<file path="config.mk">
export PLATFORM = sky130hd
export DESIGN_NAME = alu_frame_parser
export DESIGN_NICKNAME = d
export VERILOG_FILES = /design/src/rtl/alu_uart_pkg.sv /design/src/rtl/alu_op_unit.sv /design/src/rtl/alu_frame_parser.sv
export SDC_FILE = /design/constraint.sdc
export NUM_CORES = 1
export LEC_CHECK = 0
export BUFFER_PORTS_ARGS = -buffer_cell sky130_fd_sc_hd__clkbuf_2
export CORE_MARGIN = 3
export CORE_UTILIZATION = 43
export CTS_BUF_LIST = sky130_fd_sc_hd__clkbuf_4
export CTS_CLUSTER_SIZE = 25
export DETAILED_ROUTE_END_ITERATION = 7
export HOLD_SLACK_MARGIN = 0.12
export SLEW_MARGIN = 25
export SYNTH_ARGS = -nofsm -noshare
export SYNTH_HDL_FRONTEND = slang
export SYNTH_SLANG_ARGS = --single-unit
</file>
<file path="constraint.sdc">
create_clock -name clk_i -period 3 [get_ports clk_i]
set_input_delay 0.6 -clock clk_i [delete_from_list [all_inputs] [get_ports clk_i]]
set_output_delay 0.6 -clock clk_i [all_outputs]
set_load 0.01 [all_outputs]
</file>
<file path="src/rtl/alu_uart_pkg.sv">
// Shared opcodes, parser state encoding and datapath width for the UART ALU frame parser.
// ALU_MUL_EN (see alu_op_unit) decides whether OP_MUL is a recognised opcode.
package alu_uart_pkg;

    localparam int unsigned WORD_W = 32;

    localparam logic [7:0] OP_ECHO = 8'hEC;
    localparam logic [7:0] OP_ADD  = 8'hAD;
    localparam logic [7:0] OP_MUL  = 8'h88;

    typedef enum logic [2:0] {
        ST_IDLE      = 3'd0,
        ST_LEN_LO    = 3'd1,
        ST_LEN_HI    = 3'd2,
        ST_OPERAND   = 3'd3,
        ST_ECHO_FWD  = 3'd4,
        ST_RESULT_TX = 3'd5,
        ST_DRAIN     = 3'd6
    } state_t;

    function automatic logic [7:0] word_byte(input logic [WORD_W-1:0] w, input logic [1:0] idx);
        logic [7:0] b;
        case (idx)
            2'd0:    b = w[7:0];
            2'd1:    b = w[15:8];
            2'd2:    b = w[23:16];
            default: b = w[31:24];
        endcase
        return b;
    endfunction

endpackage

</file>
<file path="src/rtl/alu_op_unit.sv">
// Combinational accumulate step: result = acc op word (mod 2^32), zero latency, no flow control.
// MUL path only exists when ALU_MUL_EN is defined; otherwise no multiplier is built.
module alu_op_unit
    import alu_uart_pkg::*;
(
    input  logic [7:0]        op_i,
    input  logic [WORD_W-1:0] acc_i,
    input  logic [WORD_W-1:0] word_i,
    output logic [WORD_W-1:0] result_o
);

    always_comb begin
        result_o = acc_i;
        case (op_i)
            OP_ADD: result_o = acc_i + word_i;
`ifdef ALU_MUL_EN
            OP_MUL: result_o = acc_i * word_i;
`else
`endif
            default: result_o = acc_i;
        endcase
    end

endmodule

</file>
<file path="src/rtl/alu_frame_parser.sv">
// UART frame parser: ECHO forwards payload, ADD/MUL (MUL with ALU_MUL_EN) fold 32-bit LE words and send the 4-byte result.
// Latency: echoed byte / first result byte valid one cycle after the accepting (last) rx byte.
// Backpressure: rx_ready_o drops while the one-entry tx register is full (echo) or while the result is sent.
module alu_frame_parser
    import alu_uart_pkg::*;
#(
    parameter int unsigned TIMEOUT_CYCLES = 3225600
)
(
    input  logic       clk_i,
    input  logic       rst_i,
    input  logic [7:0] rx_data_i,
    input  logic       rx_valid_i,
    output logic       rx_ready_o,
    output logic [7:0] tx_data_o,
    output logic       tx_valid_o,
    input  logic       tx_ready_i,
    output logic       err_o
);

    localparam int unsigned TMO_W = $clog2(TIMEOUT_CYCLES + 1);
    localparam logic [TMO_W-1:0] TMO_LAST = TMO_W'(TIMEOUT_CYCLES - 1);

    state_t              state_q, state_d;
    logic [7:0]          op_q, op_d;
    logic [15:0]         len_q, len_d;
    logic [15:0]         cnt_q, cnt_d;
    logic [23:0]         word_q, word_d;
    logic [WORD_W-1:0]   acc_q, acc_d;
    logic                first_q, first_d;
    logic [7:0]          tx_dat_q, tx_dat_d;
    logic                tx_vld_q, tx_vld_d;
    logic [2:0]          tx_idx_q, tx_idx_d;
    logic [TMO_W-1:0]    tmo_q, tmo_d;
    logic                err_q, err_d;

    logic                rx_rdy;
    logic                byte_get;
    logic                tx_free;
    logic                is_alu;
    logic [15:0]         cnt_inc;
    logic [15:0]         new_len;
    logic [WORD_W-1:0]   full_word;
    logic [WORD_W-1:0]   op_result;

    assign full_word = {rx_data_i, word_q};
    assign cnt_inc   = cnt_q + 16'd1;
    assign new_len   = {rx_data_i, len_q[7:0]};
    assign tx_free   = !tx_vld_q || tx_ready_i;
    assign byte_get  = rx_valid_i && rx_rdy;

`ifdef ALU_MUL_EN
    assign is_alu = (op_q == OP_ADD) || (op_q == OP_MUL);
`else
    assign is_alu = (op_q == OP_ADD);
`endif

    alu_op_unit u_op (
        .op_i     (op_q),
        .acc_i    (acc_q),
        .word_i   (full_word),
        .result_o (op_result)
    );

    // Echo stops accepting once LEN bytes are in, so the next frame waits for the last forward.
    always_comb begin
        rx_rdy = 1'b1;
        case (state_q)
            ST_RESULT_TX: rx_rdy = 1'b0;
            ST_ECHO_FWD:  rx_rdy = (cnt_q != len_q) && tx_free;
            default:      rx_rdy = 1'b1;
        endcase
    end

    always_comb begin
        state_d  = state_q;
        op_d     = op_q;
        len_d    = len_q;
        cnt_d    = cnt_q;
        word_d   = word_q;
        acc_d    = acc_q;
        first_d  = first_q;
        tx_dat_d = tx_dat_q;
        tx_vld_d = tx_vld_q && !tx_ready_i;
        tx_idx_d = tx_idx_q;
        tmo_d    = tmo_q;
        err_d    = 1'b0;

        case (state_q)
            ST_IDLE: begin
                if (byte_get) begin
                    op_d    = rx_data_i;
                    len_d   = 16'd0;
                    state_d = ST_LEN_LO;
                end
            end
            ST_LEN_LO: begin
                if (byte_get) begin
                    len_d[7:0] = rx_data_i;
                    state_d    = ST_LEN_HI;
                end
            end
            ST_LEN_HI: begin
                if (byte_get) begin
                    len_d   = new_len;
                    cnt_d   = 16'd0;
                    first_d = 1'b1;
                    if (op_q == OP_ECHO) begin
                        state_d = (new_len == 16'd0) ? ST_IDLE : ST_ECHO_FWD;
                    end else if (is_alu && (new_len != 16'd0) && (new_len[1:0] == 2'b00)) begin
                        state_d = ST_OPERAND;
                    end else begin
                        err_d   = 1'b1;
                        state_d = (new_len == 16'd0) ? ST_IDLE : ST_DRAIN;
                    end
                end
            end
            ST_OPERAND: begin
                if (byte_get) begin
                    word_d = full_word[31:8];
                    cnt_d  = cnt_inc;
                    if (cnt_q[1:0] == 2'd3) begin
                        acc_d   = first_q ? full_word : op_result;
                        first_d = 1'b0;
                    end
                    if (cnt_inc == len_q) begin
                        state_d = ST_RESULT_TX;
                        // A late echo byte may still occupy the register; RESULT_TX then loads byte 0.
                        if (tx_free) begin
                            tx_dat_d = acc_d[7:0];
                            tx_vld_d = 1'b1;
                            tx_idx_d = 3'd1;
                        end else begin
                            tx_idx_d = 3'd0;
                        end
                    end
                end
            end
            ST_RESULT_TX: begin
                if (tx_free) begin
                    if (tx_idx_q == 3'd4) begin
                        state_d = ST_IDLE;
                    end else begin
                        tx_dat_d = word_byte(acc_q, tx_idx_q[1:0]);
                        tx_vld_d = 1'b1;
                        tx_idx_d = tx_idx_q + 3'd1;
                    end
                end
            end
            ST_ECHO_FWD: begin
                if (byte_get) begin
                    tx_dat_d = rx_data_i;
                    tx_vld_d = 1'b1;
                    cnt_d    = cnt_inc;
                end else if ((cnt_q == len_q) && tx_free) begin
                    state_d = ST_IDLE;
                end
            end
            ST_DRAIN: begin
                if (byte_get) begin
                    cnt_d = cnt_inc;
                    if (cnt_inc == len_q) begin
                        state_d = ST_IDLE;
                    end
                end
            end
            default: state_d = ST_IDLE;
        endcase

        // Inter-byte timeout; a pending echo byte survives because tx_vld_q is left alone.
        if ((state_q == ST_IDLE) || (state_q == ST_RESULT_TX) || byte_get) begin
            tmo_d = '0;
        end else if (rx_rdy && !rx_valid_i) begin
            if (tmo_q == TMO_LAST) begin
                tmo_d   = '0;
                err_d   = 1'b1;
                state_d = ST_IDLE;
            end else begin
                tmo_d = tmo_q + 1'b1;
            end
        end
    end

    always_ff @(posedge clk_i) begin
        if (rst_i) begin
            state_q  <= ST_IDLE;
            op_q     <= 8'd0;
            len_q    <= 16'd0;
            cnt_q    <= 16'd0;
            word_q   <= 24'd0;
            acc_q    <= '0;
            first_q  <= 1'b1;
            tx_dat_q <= 8'd0;
            tx_vld_q <= 1'b0;
            tx_idx_q <= 3'd0;
            tmo_q    <= '0;
            err_q    <= 1'b0;
        end else begin
            state_q  <= state_d;
            op_q     <= op_d;
            len_q    <= len_d;
            cnt_q    <= cnt_d;
            word_q   <= word_d;
            acc_q    <= acc_d;
            first_q  <= first_d;
            tx_dat_q <= tx_dat_d;
            tx_vld_q <= tx_vld_d;
            tx_idx_q <= tx_idx_d;
            tmo_q    <= tmo_d;
            err_q    <= err_d;
        end
    end

    assign rx_ready_o = rx_rdy;
    assign tx_data_o  = tx_dat_q;
    assign tx_valid_o = tx_vld_q;
    assign err_o      = err_q;

endmodule

</file>
# == Yosys cells after proc, flatten, opt, wreduce, memory -nomap -nowiden ==
# Index checks and enable logic that the tools add are counted.
# word_totals
out_inout_bits,11
register_bits,135
wordCells,144
# op_classes
n_bitwise,1
reduce_logical,36
n_eq_ne,27
mux,62
n_addsub,4
# ops
cell,n
$pmux 8 s3,3
$mux 3,22
$mux 32,2
$mux 8,7
$mux 16,3
$add 32x32->32,1
$eq 16x16->1,2
$pmux 16 s2,1
$add 22x1->22 const B,1
$eq 22x22->1 const B,1
$mux 22,1
$pmux 3 s7,1
$ne 2x2->1 const B,10
$mux 1,17
$add 16x1->16 const B,1
$eq 8x8->1 const B,2
$logic_not 16->1,1
$ne 16x16->1,1
$pmux 8 s2,1
$reduce_bool 16->1,1
$eq 3x3->1 const B,4
$reduce_and 4->1,3
$reduce_bool 2->1,6
$logic_and 1x1->1,7
other kinds (21),31

# == Longest topological paths before layout ==
# logic_depth
depth_word,10
mapped_depth,12
ltp_nobuf,12

# == Cells and area by module ==
# A second synthesis with hierarchy kept.
# hier_totals
cells_unflattened,1196
hier_area_um2,9043.7
# by_module_without_submodules
mod,seq_area_each_um2,instances,cells_per_inst,area_each_um2
alu_frame_parser,2702.6,1,877,6957.9
alu_op_unit,0.0,1,319,2085.8

# == Least setup slack after synthesis ==
# OpenSTA, ideal clock, no wires.
# synth_path
path_type,reg-to-reg
from,reg cnt_q[0]
to,"reg tx_dat_q[0], in the netlist tx_data_o[0]"
t_required_ns,2.928
arrival_ns,2.848
path_stages_with_launch,11
setup_slack_ns,0.081
n_path_buf,0
setup_time_ns,0.072
cell_sequence,dfxtp_1 > ha_1 > nand2b_1 > o211a_1 > o31a_1 > or3_1 > or4_4 > nor4_4 > nand2_2 > nand2_4 > mux2i_1
# synth_via
elab_chain_cells,6
elab_cells_between_ends,16
cone_classes,add/sub: 1; eq/ne: 6; mux: 6; reduce/logical: 3
# synth_rtl
item,line_no,text
from (decl),alu_frame_parser.sv:27,"logic [15:0] cnt_q, cnt_d;"
from (signal assigned),alu_frame_parser.sv:202,cnt_q <= cnt_d;
branches (longest 6 deep; another with $add 16x1->16),--,
to (signal assigned),alu_frame_parser.sv:206,tx_dat_q <= tx_dat_d;
to (decl),alu_frame_parser.sv:31,"logic [7:0] tx_dat_q, tx_dat_d;"
# Several ways; the timed one is not identified. The select of a mux whose other input is x is not followed.
# A chain may end at the register's enable or synchronous reset.

# == Worst setup path in the final report ==
# layout_path
from,reg cnt_q[0]
to,out rx_ready_o
# layout_via
elab_chain_cells,3
# layout_rtl
item,line_no,text
$ne 16x16->1,alu_frame_parser.sv:70,ST_ECHO_FWD: rx_rdy = (cnt_q != len_q) && tx_free;
$logic_and 1x1->1,alu_frame_parser.sv:70,
$pmux 1 s2,alu_frame_parser.sv:68,case (state_q)
to (decl),alu_frame_parser.sv:14,"output logic rx_ready_o,"
# No other way between the ends.

==> flow_metrics.tcl <==
set metrics [dict create \
    outcome "finished with violations" \
    violated_checks "negative setup slack" \
    synth.ff_latch_count 135 \
    launching_element_type_of_the_critical_path "flip-flop" \
    port_buffers 22 \
    finalClockSkew_ps 18.4 \
    post-dp-hpwl_mm 18.7 \
    post_synth_instance_area_um2 8460 \
    grt_use_total 0.238 \
    die_area_um2 21400 \
    transition_at_the_pin_with_the_smallest_max_transition_slack_ps 644 \
    clkSlewWorstSetupHoldPaths_ps 120 \
    async_reset_ff_frac 0 \
    layout_setup_ws_ps -2.07 \
    slew_viol_final 0 \
    synthTopCellsByArea "sky130_fd_sc_hd__dfxtp_1 (32%), sky130_fd_sc_hd__nand2_1 (7.0%), sky130_fd_sc_hd__a21oi_1 (6.9%)" \
    ys.warnings.count 0 \
    utilization 0.512 \
    vdd_ir_drop_max_uv 221 \
    post_route_cells_drive_above_1_share 0.159 \
    vias 8415 \
    count_of_endpoints_failing_setup_in_the_final_report 1 \
    core_um2 19000 \
    wl_per_cell_um 18.0 \
    finalHoldViolations 0 \
    postSynth.topFlopCell "sky130_fd_sc_hd__dfxtp_1" \
    synth-edff-count 0 \
    placed_area_um2 9180 \
    final_period_minus_worst_setup_slack_ps 3000 \
    numCtsBuffers 17 \
    initial_utilization 0.445 \
    rsz_0062_raised_after_global_routing "yes" \
    syn_avg_cell_area_um2 7.57 \
    clkLatencyLatePin_ps 560 \
    nFillCells 1882 \
    ant_nets 0 \
    cts.path.max_buffers 2 \
    syn_nets 1169 \
    holdCritPathClass "input pin to flip-flop" \
    power_leakage_nw 3.60 \
    critical_path_required_ps 2400 \
    drt_iter0_drc 848 \
    cts-hold-fix-buffers 0 \
    cts_num_sinks 135 \
    drcViolationCount 0 \
    antenna_found_initial 1 \
    overflow 0 \
    timing.setup.critical_path_class "flip-flop to primary output" \
    worstPathArrival_ps 2400 \
    layout-area-overhead-vs-synth_pct 15.2 \
    end_kind "primary output" \
    tritoncts "yes" \
    cellPowerDensity_nw_per_um2 350 \
    design_area_um2 9750 \
    timing.setup.tns_ps -2.07 \
    die-height_um 146 \
    detailedRoute.firstPassIterationCount 7 \
    routed_wl_mm 26.0 \
    routed_via_density 5.82 \
    netlist.top_cell.by_area "sky130_fd_sc_hd__dfxtp_1" \
    fmax_mhz 333 \
    pin_count_of_the_biggest_net_entering_global_routing 47 \
    global_placer_s_final_weighted_congestion 0.903 \
    netlist.area_leader.share 0.319 \
    mostFrequentLayoutCells "sky130_fd_sc_hd__nand2_1 (158), sky130_fd_sc_hd__dfxtp_1 (122), sky130_fd_sc_hd__a21oi_1 (114)" \
    worstPathMaxFanout 4 \
    synthesis.instances 1118 \
    die-width_um 146 \
    first_pass_grt_wire_length_mm 41.5 \
    slew-limit-headroom 0.568 \
    finalCritPeriodShare 1.00 \
    finish.net_count 1224 \
    deepest_level_of_the_cts_h_tree 4 \
    layout.cells.most_common "sky130_fd_sc_hd__nand2_1" \
    first_global_vias 7578 \
    rows 50 \
    drv.max_cap_violation_count 0 \
    clock_root_buffer "sky130_fd_sc_hd__clkbuf_4" \
    sequential_to_total_area_share_from_yosys_stat 0.319 \
    number_of_top_level_pins 23 \
    cell_variety_after_synth 70 \
]
final timing paths:
path	startpoint	end	slack, ps	depth (start not counted)
worst min-delay path	rx_data_i[5]	len_q[5]	350	3
worst max-delay path	cnt_q[0]	rx_ready_o	-2	8
worst min register to register	op_q[3]	op_q[3]	460	2
worst max register to register	cnt_q[0]	tx_data_o[2]	30	11
metrics by stage:
stage | hold WS (ps) | cells | total power, W | setup WS, ps
after floorplan | 431 | 1118 | 0.00210 | 80.6
after global placement | 441 | 1402 | 0.00222 | 98.0
after detailed placement | 445 | 1402 | 0.00222 | 25.3
after CTS | 312 | 1437 | 0.00343 | -3.22
after global routing | 310 | 1446 | 0.00357 | -122
final | 352 | 1446 | 0.00341 | -2.07
cell usage after synthesis, types with 11 or more instances:
| library cell | number |
|---|---|
| sky130_fd_sc_hd__a211oi_1 | 14 |
| sky130_fd_sc_hd__a21o_1 | 20 |
| sky130_fd_sc_hd__a21oi_1 | 116 |
| sky130_fd_sc_hd__a221oi_1 | 18 |
| sky130_fd_sc_hd__a31oi_1 | 11 |
| sky130_fd_sc_hd__clkbuf_1 | 59 |
| sky130_fd_sc_hd__dfxtp_1 | 135 |
| sky130_fd_sc_hd__ha_1 | 38 |
| sky130_fd_sc_hd__inv_1 | 20 |
| sky130_fd_sc_hd__mux2i_1 | 13 |
| sky130_fd_sc_hd__nand2_1 | 158 |
| sky130_fd_sc_hd__nand2b_1 | 14 |
| sky130_fd_sc_hd__nand3_1 | 40 |
| sky130_fd_sc_hd__nand4_1 | 14 |
| sky130_fd_sc_hd__nor2_1 | 113 |
| sky130_fd_sc_hd__nor2b_1 | 11 |
| sky130_fd_sc_hd__nor3_1 | 38 |
| sky130_fd_sc_hd__nor4_1 | 11 |
| sky130_fd_sc_hd__o21ai_0 | 57 |
| sky130_fd_sc_hd__or3_1 | 17 |
| sky130_fd_sc_hd__xnor2_1 | 46 |
| sky130_fd_sc_hd__xor2_1 | 23 |
layout make-up:
cell class                 instances  area [um^2]  share of cell area
antenna                            1         2.50            0.000257
clock buffer                      17          128              0.0131
clock inverter                    14          134              0.0137
inverter                          21         78.8             0.00809
multi-input combinational        895         5600               0.574
sequential                       135         2730               0.280
tap                              260          325              0.0334
timing repair buffer             103          754              0.0774
timing repair:
item / CTS / global route
setup endpoints to repair: 12 / 24
hold endpoints to repair: 0 / 0
buffers inserted: 4 / 8
pin swaps: 6 / 21
gates resized for setup: 15 / 41
registers in the layout (all words and copies together), names as in the netlist:
signal,count
acc_q,32
first_q,1
op_q,8
word_q,24
tx_valid_o,1
state_q,3
err_o,1
tx_data_o,8
len_q,16
tmo_q,22
cnt_q,16
tx_idx_q,3
where the power goes:
part           internal, W  total, W  switching (W)
registers          0.00181   0.00184      0.0000266
clock network     0.000481   0.00121       0.000729
logic             0.000130  0.000365       0.000235
critical path: stages, from the launching register on:
cell	delay [ps]
sky130_fd_sc_hd__dfxtp_2	350
sky130_fd_sc_hd__buf_6	130
sky130_fd_sc_hd__xnor2_4	170
sky130_fd_sc_hd__nand2_1	80
sky130_fd_sc_hd__or4_4	520
sky130_fd_sc_hd__o211ai_1	260
sky130_fd_sc_hd__and2_4	200
sky130_fd_sc_hd__inv_2	40
sky130_fd_sc_hd__buf_6	110
metal layers:
metal	up-vias	global-route usage	share of wire
met5	-	0	0
met4	0	0.0560	0.017
li1	4137	-	-
met3	29	0.0413	0.047
met2	236	0.376	0.46
met1	4013	0.341	0.47
kinds of logic after synthesis:
group | after synthesis | share of synthesized area
AND/OR/NAND/NOR | 454 | 0.252
AO/OA/AOI/OAI | 320 | 0.243
flip-flops | 135 | 0.319
buffers and inverters | 88 | 0.0401
XOR/XNOR | 69 | 0.0714
adder cells (fa/ha/maj) | 39 | 0.0585
multiplexers | 13 | 0.0154
No activity file was read; power rests on OpenSTA's default activity.
